<file path="config.mk">
export PLATFORM = sky130hd
export DESIGN_NAME = instr_sequencer
export DESIGN_NICKNAME = d
export VERILOG_FILES = /design/src/rtl/sap_ctrl_pkg.sv /design/src/rtl/mem_wait_timer.sv /design/src/rtl/instr_sequencer.sv
export SDC_FILE = /design/constraint.sdc
export NUM_CORES = 1
export LEC_CHECK = 0
export CAP_MARGIN = 20
export CELL_PAD_IN_SITES_DETAIL_PLACEMENT = 0
export CELL_PAD_IN_SITES_GLOBAL_PLACEMENT = 2
export CORE_ASPECT_RATIO = 1.75
export CORE_MARGIN = 1
export CORE_UTILIZATION = 36
export CTS_BUF_LIST = sky130_fd_sc_hd__clkbuf_8
export DETAILED_ROUTE_END_ITERATION = 7
export DONT_BUFFER_PORTS = 1
export GPL_ROUTABILITY_DRIVEN = 0
export PLACE_DENSITY = 0.89
export SLEW_MARGIN = 15
export SYNTH_ARGS = -nofsm -noshare
export SYNTH_HDL_FRONTEND = slang
export SYNTH_SLANG_ARGS = --single-unit
</file>
<file path="constraint.sdc">
create_clock -name i_clk -period 1.95 [get_ports i_clk]
set_clock_uncertainty 0.05 [all_clocks]
set_input_delay 0.39 -clock i_clk [delete_from_list [all_inputs] [get_ports i_clk]]
set_output_delay 0.39 -clock i_clk [all_outputs]
set_load 0.05 [all_outputs]
</file>
<file path="src/rtl/sap_ctrl_pkg.sv">
// Shared encodings for the 8-bit bus computer control sequencer:
// bus source codes, opcodes, ALU operations and sequencer states.
package sap_ctrl_pkg;

  // Bus source select codes driven onto the shared bus
  typedef enum logic [3:0] {
    SRC_PC   = 4'h0,
    SRC_ACC  = 4'h1,
    SRC_BREG = 4'h2,
    SRC_ALU  = 4'h3,
    SRC_MAR  = 4'h4,
    SRC_MEM  = 4'h5,
    SRC_IR   = 4'h6,
    SRC_NONE = 4'hF
  } src_sel_e;

  // Instruction opcodes (IR[7:4])
  typedef enum logic [3:0] {
    OP_LDA  = 4'h0,
    OP_ADD  = 4'h1,
    OP_SUB  = 4'h2,
    OP_STA  = 4'h3,
    OP_JMP  = 4'h4,
    OP_AND  = 4'h5,
    OP_OR   = 4'h6,
    OP_XOR  = 4'h7,
    OP_INC  = 4'h8,
    OP_DEC  = 4'h9,
    OP_NOT  = 4'hA,
    OP_NOPB = 4'hB,
    OP_NOPC = 4'hC,
    OP_NOPD = 4'hD,
    OP_OUT  = 4'hE,
    OP_HLT  = 4'hF
  } opcode_e;

  // ALU operation codes
  typedef enum logic [2:0] {
    ALU_ADD = 3'b000,
    ALU_SUB = 3'b001,
    ALU_DEC = 3'b010,
    ALU_INC = 3'b011,
    ALU_NOT = 3'b100,
    ALU_AND = 3'b101,
    ALU_OR  = 3'b110,
    ALU_XOR = 3'b111
  } alu_op_e;

  // Sequencer states; the encoding doubles as the TSTATE debug output
  typedef enum logic [2:0] {
    ST_IDLE = 3'd0,
    ST_T1   = 3'd1,
    ST_T2   = 3'd2,
    ST_T3   = 3'd3,
    ST_T4   = 3'd4,
    ST_T5   = 3'd5,
    ST_T6   = 3'd6,
    ST_HALT = 3'd7
  } seq_state_e;

  // ALU operation implied by an opcode; non-ALU opcodes give ADD (000)
  function automatic alu_op_e alu_op_of(input opcode_e op);
    alu_op_e res;
    res = ALU_ADD;
    case (op)
      OP_SUB:  res = ALU_SUB;
      OP_DEC:  res = ALU_DEC;
      OP_INC:  res = ALU_INC;
      OP_NOT:  res = ALU_NOT;
      OP_AND:  res = ALU_AND;
      OP_OR:   res = ALU_OR;
      OP_XOR:  res = ALU_XOR;
      default: res = ALU_ADD;
    endcase
    return res;
  endfunction

  // Opcodes whose T4 cycle is an EEPROM access
  function automatic logic is_mem_op(input opcode_e op);
    logic res;
    res = 1'b0;
    case (op)
      OP_LDA, OP_ADD, OP_SUB, OP_STA, OP_AND, OP_OR, OP_XOR: res = 1'b1;
      default: res = 1'b0;
    endcase
    return res;
  endfunction

endpackage

</file>
<file path="src/rtl/mem_wait_timer.sv">
// Counts cycles spent waiting on the EEPROM handshake and flags the
// edge at which the wait reaches MEM_TMO cycles.
module mem_wait_timer #(
  parameter int unsigned      TMO_W   = 20,
  parameter logic [TMO_W-1:0] MEM_TMO = TMO_W'(20'hFFFFF)
) (
  input  logic i_clk,
  input  logic i_rst,
  input  logic i_clear,
  input  logic i_cnt_en,
  output logic o_expired
);

  localparam logic [TMO_W-1:0] LAST_CNT = MEM_TMO - TMO_W'(1);

  logic [TMO_W-1:0] r_count;

  // Wait-cycle counter: clear has priority and the count never passes MEM_TMO
  always_ff @(posedge i_clk or posedge i_rst) begin
    if (i_rst) begin
      r_count <= '0;
    end else if (i_clear) begin
      r_count <= '0;
    end else if (i_cnt_en && (r_count != MEM_TMO)) begin
      r_count <= r_count + TMO_W'(1);
    end
  end

  // High in the wait cycle whose closing edge brings the count to MEM_TMO
  assign o_expired = i_cnt_en && (r_count == LAST_CNT);

endmodule

</file>
<file path="src/rtl/instr_sequencer.sv">
// Fetch/decode/execute controller for the 8-bit bus computer.
// Each cycle selects one bus source and pulses destination write strobes;
// EEPROM accesses handshake via MEM_REQ/MEM_DONE with a timeout that
// halts the machine and raises a sticky error.
module instr_sequencer
  import sap_ctrl_pkg::*;
#(
  parameter int unsigned      TMO_W   = 20,
  parameter logic [TMO_W-1:0] MEM_TMO = TMO_W'(20'hFFFFF)
) (
  input  logic       i_clk,
  input  logic       i_rst,
  input  logic       i_run,
  input  logic [7:0] i_bus_in,
  input  logic       i_mem_done,
  output logic [3:0] o_src_sel,
  output logic       o_we_pc,
  output logic       o_we_acc,
  output logic       o_we_breg,
  output logic       o_we_mar,
  output logic       o_we_ir,
  output logic       o_we_or,
  output logic       o_pc_inc,
  output logic [2:0] o_alu_op,
  output logic       o_mem_req,
  output logic       o_mem_wr,
  output logic       o_halted,
  output logic       o_err,
  output logic [2:0] o_tstate
);

  seq_state_e r_state;
  seq_state_e w_state_next;
  logic [7:0] r_ir;
  logic       r_err;

  opcode_e    w_op;
  src_sel_e   w_src;
  logic       w_we_pc;
  logic       w_we_acc;
  logic       w_we_breg;
  logic       w_we_mar;
  logic       w_we_ir;
  logic       w_we_or;
  logic       w_pc_inc;
  logic       w_ir_load;
  logic       w_err_set;
  logic       w_mem_cycle;
  logic       w_tmr_clear;
  logic       w_tmr_cnt_en;
  logic       w_tmr_expired;

  assign w_op = opcode_e'(r_ir[7:4]);

  // Memory request is a pure function of state and latched opcode, so an
  // async reset drops it immediately; it falls the cycle after DONE
  // because DONE always moves the state out of T2/T4.
  assign w_mem_cycle = (r_state == ST_T2) ||
                       ((r_state == ST_T4) && is_mem_op(w_op));

  // Timer restarts whenever a fresh T2/T4 visit begins and counts only
  // cycles still waiting for DONE.
  assign w_tmr_clear  = (w_state_next != r_state) &&
                        ((w_state_next == ST_T2) || (w_state_next == ST_T4));
  assign w_tmr_cnt_en = w_mem_cycle && !i_mem_done;

  mem_wait_timer #(
    .TMO_W   (TMO_W),
    .MEM_TMO (MEM_TMO)
  ) u_mem_wait_timer (
    .i_clk     (i_clk),
    .i_rst     (i_rst),
    .i_clear   (w_tmr_clear),
    .i_cnt_en  (w_tmr_cnt_en),
    .o_expired (w_tmr_expired)
  );

  // State, instruction register and sticky error flag
  always_ff @(posedge i_clk or posedge i_rst) begin
    if (i_rst) begin
      r_state <= ST_IDLE;
      r_ir    <= 8'h00;
      r_err   <= 1'b0;
    end else begin
      r_state <= w_state_next;
      if (w_ir_load) begin
        r_ir <= i_bus_in;
      end
      if (w_err_set) begin
        r_err <= 1'b1;
      end
    end
  end

  // Next-state and per-cycle bus source / strobe decode
  always_comb begin
    w_state_next = r_state;
    w_src        = SRC_NONE;
    w_we_pc      = 1'b0;
    w_we_acc     = 1'b0;
    w_we_breg    = 1'b0;
    w_we_mar     = 1'b0;
    w_we_ir      = 1'b0;
    w_we_or      = 1'b0;
    w_pc_inc     = 1'b0;
    w_ir_load    = 1'b0;
    w_err_set    = 1'b0;

    case (r_state)
      ST_IDLE: begin
        if (i_run) begin
          w_state_next = ST_T1;
        end
      end

      ST_T1: begin
        w_src        = SRC_PC;
        w_we_mar     = 1'b1;
        w_state_next = ST_T2;
      end

      ST_T2: begin
        if (i_mem_done) begin
          w_src        = SRC_MEM;
          w_we_ir      = 1'b1;
          w_pc_inc     = 1'b1;
          w_ir_load    = 1'b1;
          w_state_next = ST_T3;
        end else if (w_tmr_expired) begin
          w_err_set    = 1'b1;
          w_state_next = ST_HALT;
        end
      end

      ST_T3: begin
        case (w_op)
          OP_LDA, OP_ADD, OP_SUB, OP_STA, OP_AND, OP_OR, OP_XOR: begin
            w_src        = SRC_IR;
            w_we_mar     = 1'b1;
            w_state_next = ST_T4;
          end
          OP_JMP: begin
            w_src        = SRC_IR;
            w_we_pc      = 1'b1;
            w_state_next = ST_T1;
          end
          OP_OUT: begin
            w_src        = SRC_ACC;
            w_we_or      = 1'b1;
            w_state_next = ST_T1;
          end
          OP_HLT: begin
            w_state_next = ST_HALT;
          end
          // Unary ops give the ALU a cycle to register its result
          OP_INC, OP_DEC, OP_NOT: begin
            w_state_next = ST_T4;
          end
          default: begin
            w_state_next = ST_T1;
          end
        endcase
      end

      ST_T4: begin
        if (is_mem_op(w_op)) begin
          // STA keeps the accumulator on the bus for the whole write
          if (w_op == OP_STA) begin
            w_src = SRC_ACC;
          end
          if (i_mem_done) begin
            if (w_op == OP_LDA) begin
              w_src        = SRC_MEM;
              w_we_acc     = 1'b1;
              w_state_next = ST_T1;
            end else if (w_op == OP_STA) begin
              w_state_next = ST_T1;
            end else begin
              w_src        = SRC_MEM;
              w_we_breg    = 1'b1;
              w_state_next = ST_T5;
            end
          end else if (w_tmr_expired) begin
            w_err_set    = 1'b1;
            w_state_next = ST_HALT;
          end
        end else if ((w_op == OP_INC) || (w_op == OP_DEC) || (w_op == OP_NOT)) begin
          w_src        = SRC_ALU;
          w_we_acc     = 1'b1;
          w_state_next = ST_T1;
        end else begin
          w_state_next = ST_T1;
        end
      end

      ST_T5: begin
        w_state_next = ST_T6;
      end

      ST_T6: begin
        w_src        = SRC_ALU;
        w_we_acc     = 1'b1;
        w_state_next = ST_T1;
      end

      ST_HALT: begin
        w_state_next = ST_HALT;
      end

      default: begin
        w_state_next = ST_IDLE;
      end
    endcase

    // Instructions always finish; RUN is only sampled at the next fetch
    if ((w_state_next == ST_T1) && !i_run) begin
      w_state_next = ST_IDLE;
    end
  end

  assign o_src_sel = w_src;
  assign o_we_pc   = w_we_pc;
  assign o_we_acc  = w_we_acc;
  assign o_we_breg = w_we_breg;
  assign o_we_mar  = w_we_mar;
  assign o_we_ir   = w_we_ir;
  assign o_we_or   = w_we_or;
  assign o_pc_inc  = w_pc_inc;
  assign o_alu_op  = alu_op_of(w_op);
  assign o_mem_req = w_mem_cycle;
  assign o_mem_wr  = (r_state == ST_T4) && (w_op == OP_STA);
  assign o_halted  = (r_state == ST_HALT);
  assign o_err     = r_err;
  assign o_tstate  = r_state;

endmodule

</file>
# Word-level counts from Yosys, hierarchy flattened

Cells that the tools add are included.

Logic and storage cells: 94
Output and inout port bits: 21
Bits of input ports: 12
Flip-flop bits (word level): 32

Equality and inequality tests: 25
Muxes and demuxes: 45
Reduce and logical (&&, ||, !) cells: 19
$add $sub $neg: 1

Operators with widths:

| kind                  | number |
|---|---|
| $mux 20               | 2 |
| $mux 4                | 7 |
| $mux 3                | 8 |
| $pmux 3 s8            | 1 |
| $pmux 3 s7            | 1 |
| $add 20x1->20 const B | 1 |
| $eq 20x20->1 const B  | 1 |
| $eq 4x4->1 const B    | 5 |
| $mux 1                | 20 |
| $ne 20x20->1 const B  | 1 |
| $pmux 4 s5            | 1 |
| $eq 4x3->1 const B    | 4 |
| $eq 3x3->1 const B    | 5 |
| $reduce_or 10->1      | 1 |
| $eq 3x2->1 const B    | 3 |
| $eq 4x2->1 const B    | 2 |
| $pmux 4 s2            | 1 |
| $reduce_or 8->1       | 1 |
| $logic_and 1x1->1     | 7 |
| $reduce_or 7->1       | 1 |
| $eq 3x1->1 const B    | 2 |
| $pmux 1 s2            | 3 |
| $pmux 3 s2            | 1 |
| $eq 4x1->1 const B    | 1 |
| 6 further kinds       | 10 |

# Depth between registers and ports, before layout

Gate-level depths: netlist of run 1.

Depth in word-level cells: 18
Mapped depth: 8
Gate-level depth less buffers: 7

# By module

Synthesis of run 1 repeated with hierarchy kept, for this count alone.

Cells, all modules: 251
Area total of the unflattened synthesis: 2209.6 µm²

By module, submodules not included:

| module          | times used | cells each | area each (µm²) |
|---|---|---|---|
| mem_wait_timer  | 1          | 135        | 1322.5 |
| instr_sequencer | 1          | 116        | 887.1 |

# Worst setup path after synthesis of run 1

Ideal clock, no wire load.

Kind: reg2out
Start: register r_state[1], in the netlist o_tstate[1]
End: output port o_mem_wr
Buffers on the path: 2
Arrival: 2.593 ns
Stages on the path, launching flop included: 4
Setup slack: -1.083 ns
Cells stage by stage: dfrtp_1 > clkbuf_1 > clkbuf_1 > nor4_1

Longest elaborated chain between the ends: 2

RTL lines:

| item                   | line                   | source |
|---|---|---|
| start, declared        | instr_sequencer.sv:32  | `seq_state_e r_state;` |
| start signal, assigned | instr_sequencer.sv:85  | `r_state <= w_state_next;` |
| $eq 3x3->1             | instr_sequencer.sv:231 | `assign o_mem_wr = (r_state == ST_T4) && (w_op == OP_STA);` |
| $logic_and 1x1->1      | instr_sequencer.sv:231 |  |
| end, declared          | instr_sequencer.sv:26  | `output logic o_mem_wr,` |

Every way passes these cells.

# Worst setup path after layout of run 1

Start: register r_ir[5]
End: output port o_src_sel[3]

Longest elaborated chain between the ends: 7
Elaborated cells between the ends (all ways): 26
Those cells by class: eq/ne (11); mux (10); reduce/logical (5)

RTL lines:

| item                   | line                   | source |
|---|---|---|
| start, declared        | instr_sequencer.sv:34  | `logic [7:0] r_ir;` |
| start signal, assigned | instr_sequencer.sv:87  | `r_ir <= i_bus_in;` |
| $eq 4x2->1             | -                      |  |
| $mux 4                 | instr_sequencer.sv:168 | `if (w_op == OP_STA) begin` |
| $mux 4                 | instr_sequencer.sv:176 | `end else if (w_op == OP_STA) begin` |
| $mux 4                 | instr_sequencer.sv:172 | `if (w_op == OP_LDA) begin` |
| $mux 4                 | instr_sequencer.sv:171 | `if (i_mem_done) begin` |
| $mux 4                 | instr_sequencer.sv:166 | `if (is_mem_op(w_op)) begin` |
| $pmux 4 s5 (*)         | instr_sequencer.sv:109 | `case (r_state)` |
| end, declared          | instr_sequencer.sv:16  | `output logic [3:0] o_src_sel,` |

Mark *: on every way between the ends. The rest lies on a longest branch, timed or not. The select of a mux whose other input is x is not followed.

==> flow_summary.yaml, run 1 <==
synth:
  yosys-top-cells-area: "dfrtp_1, xnor2_1, o21ai_0, nor3_1, nor4_1"
  yosys.area_share.xor_xnor_pct: 5.51
  yosysSeqAreaShare_pct: 33.9
  netlist.top_cell.by_area: "dfrtp_1"
  synthFlopType: "dfrtp_1"
  syn-num-nets: 255
  synth_seq_cells: 28
  synthArstFlopShare_pct: 100
  synthSimpleGateAreaFrac_pct: 32.5
  synth.most_common_cell: "dfrtp_1"
  netlist_top_cells_count: "dfrtp_1, nand2_1, nor2_1, o21ai_0, nor3_1"
  synth_top_family_by_area: "simple AND/OR/NAND/NOR gates"
  synth_fa_ha_area_share_pct: 1.21
  synth_compound_area_share_pct: 19.5
  synthCells: 241
  synth_area_um2: 2070
  synth_edf_count: 0
  synth_top_area_share_pct: 33.9
  synth_warnings: 0
  avgSynthCellArea_um2: 8.58
  ys_types: 53
  synth.area.mux_share_pct: 1.57
grt:
  grt_use_total_pct: 22.1
  grt_pass1_wl_um: 10200
  antenna_found_initial: 0
  first_global_vias: 2169
  grt_overflow: 0
  grt_max_degree: 29
routing:
  ant_nets: 0
  viasPerCell: 5.72
  drcViolationCount: 0
  wl_per_cell_um: 17.4
  drt-pass1-iter-count: 4
  drt_iter0_drc: 129
  dr_total_vias: 2254
  wirelength_um: 6870
cells_and_area:
  drive_gt1_share_pct: 55.3
  nFillCells: 449
  fin_nets: 333
  final-instance-count-excl-fill: 394
  syn_to_final_growth_pct: 70.7
  stdcell_area_um2: 3530
  num_antenna_cells: 0
  multi_input_area_um2: 1610
  regArea_um2: 704
pwr:
  leakagePower_nw: 1.38
  p_total_mw: 5.93
  power.density_nw_per_um2: 1680
  vdd_drop_max_v: 0.000746
clock_network:
  cts.sinks: 28
  cts_hold_buf: 0
  clock_path_buffers: 2
  clock_latency_ns: 0.28
  htreeDepth: 1
  cts_buffers: 3
  path_clk_slew_ns: 0.09
  root_buffer: "clkbuf_8"
  cts_tree: "done"
floorplanning:
  dieArea_um2: 6060
  die_w_um: 59.3
  die_y_um: 102
  core_area_um2: 5540
  start_util_pct: 37.3
  pin_count: 33
  fp-row-count: 36
timing:
  setup_viol: 27
  setup_ws_ns: -0.269
  post-route-period-util_pct: 114
  relSlewSlack_pct: 54.5
  drv_slew: 0
  max_freq_mhz: 451
  rsz0062_at_grt: "yes"
  hold_viol: 0
  tightest_slew_ns: 0.677
  fin_crit_ns: 2.22
placement:
  dp.cells: 370
  placed_cell_area_um2: 2890
  post-dp-hpwl_um: 4370
  dpl_worst_slack_ns: -0.0908
  io_buffer_count: 0
critical_path:
  critPathRequiredTime_ns: 1.51
  arrival_ns: 1.78
  crit_path_end_kind: "primary output"
  critical_path_class: "flip-flop to primary output"
  worstSetupStartpointType: "flip-flop"
  path_max_fanout: 5
run_status:
  outcome: "complete, but fails checks"
  violations: "negative setup slack"
hold_path:
  hold_class: "input pin to asynchronous set/reset pin"
job:
  cap_viol_max_count: 0
==> through the flow <==
step	util, %	TNS [ns]	hold slack, ns
after floorplan	-	-2.67	0.405
after global placement	52.1	-0.307	0.327
after detailed placement	52.1	-0.844	0.330
after CTS	57.6	-2.41	0.0197
after global routing	63.7	-5.21	0.0458
final	63.7	-2.64	0.000451
==> cells in the final DEF (no fill, tap or decap), types with 4 or more instances in the layout <==
cell       n
buf_12    13
nor2_2     4
o21ai_1    5
buf_6     27
and3_4     4
xnor2_1   13
nor2_1     7
o21ai_0    9
buf_4     47
or3_1      5
nand3b_1   4
nor2_4     4
a21oi_2    4
dfrtp_1   25
nor3_2    11
nand3_1    9
nand2_1   13
a211oi_2   6
nor3_1     7
clkbuf_8   4
inv_1      8
nand4_1    5
nor4_2     7
==> logic make-up (layout without fill, tap and decap cells) <==
family / count (synthesis) / after routing
xor+xnor: 13 / 13
buf+inv: 28 / 105
simple gates: 114 / 114
fa+ha+maj: 2 / 2
flops: 28 / 28
compound gates: 53 / 53
mux: 3 / 3
==> sequential cells by signal, indices dropped and copies added, names as in the netlist <==
name                      cells
r_ir                          4
o_tstate                      3
o_err                         1
u_mem_wait_timer.r_count     20
==> report_power, final <==
part	leakage [nW]	switching, mW	internal (mW)
registers	0.372	0.0913	0.679
clock network	0.0288	0.185	0.181
logic	0.984	2.55	2.24
total	1.38	2.83	3.10
==> metal layers <==
metal  track usage, %  routed length, um  up-vias
met3             1.77                264       31
li1                 -                  -     1055
met4             9.52                280        0
met2             42.5               3970       94
met5                0                  0        -
met1             23.6               2350     1074
==> cell type report <==
type,count,area share [%]
clock buffer,4,1.56
inverter,9,1.06
multi-input combinational,185,45.7
sequential,28,20.0
tap,76,2.70
timing repair buffer,92,29.0
==> worst max-delay path, stage by stage (launching register included) <==
cell	delay, ns
dfrtp_1	0.41
buf_6	0.15
buf_6	0.12
a21o_1	0.16
a21oi_2	0.17
a21oi_2	0.07
o21ai_1	0.13
o211ai_1	0.10
buf_4	0.20
==> what timing repair did <==
action | CTS | global route
cloned | 1 | 2
resized for setup | 44 | 51
pin swaps | 12 | 18
buffers inserted | 10 | 12
endpoints found under the setup margin | 33 | 39
==> worst paths after layout <==
kind	slack (ns)	cells past startpoint	endpoint	from
setup / recovery	-0.27	8	o_src_sel[3]	r_ir[5]
hold / removal	0.0005	2	r_ir[4]	i_rst
setup reg to reg	-0.19	8	u_mem_wait_timer.r_count[7]	o_tstate[0]
hold reg to reg	0.54	3	u_mem_wait_timer.r_count[10]	u_mem_wait_timer.r_count[10]
max in group asynchronous	1.55	2	o_tstate[0]	i_rst
min in group i_clk	0.19	2	r_ir[6]	i_bus_in[6]
Note: power is estimated with default switching activity, not from simulation.
==> inputs of run 2 (changes only) <==
--- a/config.mk
+++ b/config.mk
@@ -12,6 +12,7 @@
 export CORE_MARGIN = 1
 export CORE_UTILIZATION = 36
 export CTS_BUF_LIST = sky130_fd_sc_hd__clkbuf_8
+export CTS_CLUSTER_DIAMETER = 100
 export DETAILED_ROUTE_END_ITERATION = 7
 export DONT_BUFFER_PORTS = 1
 export GPL_ROUTABILITY_DRIVEN = 0
==> results of run 2 <==
Final layout, timing and power as in run 1 (identical DEF).
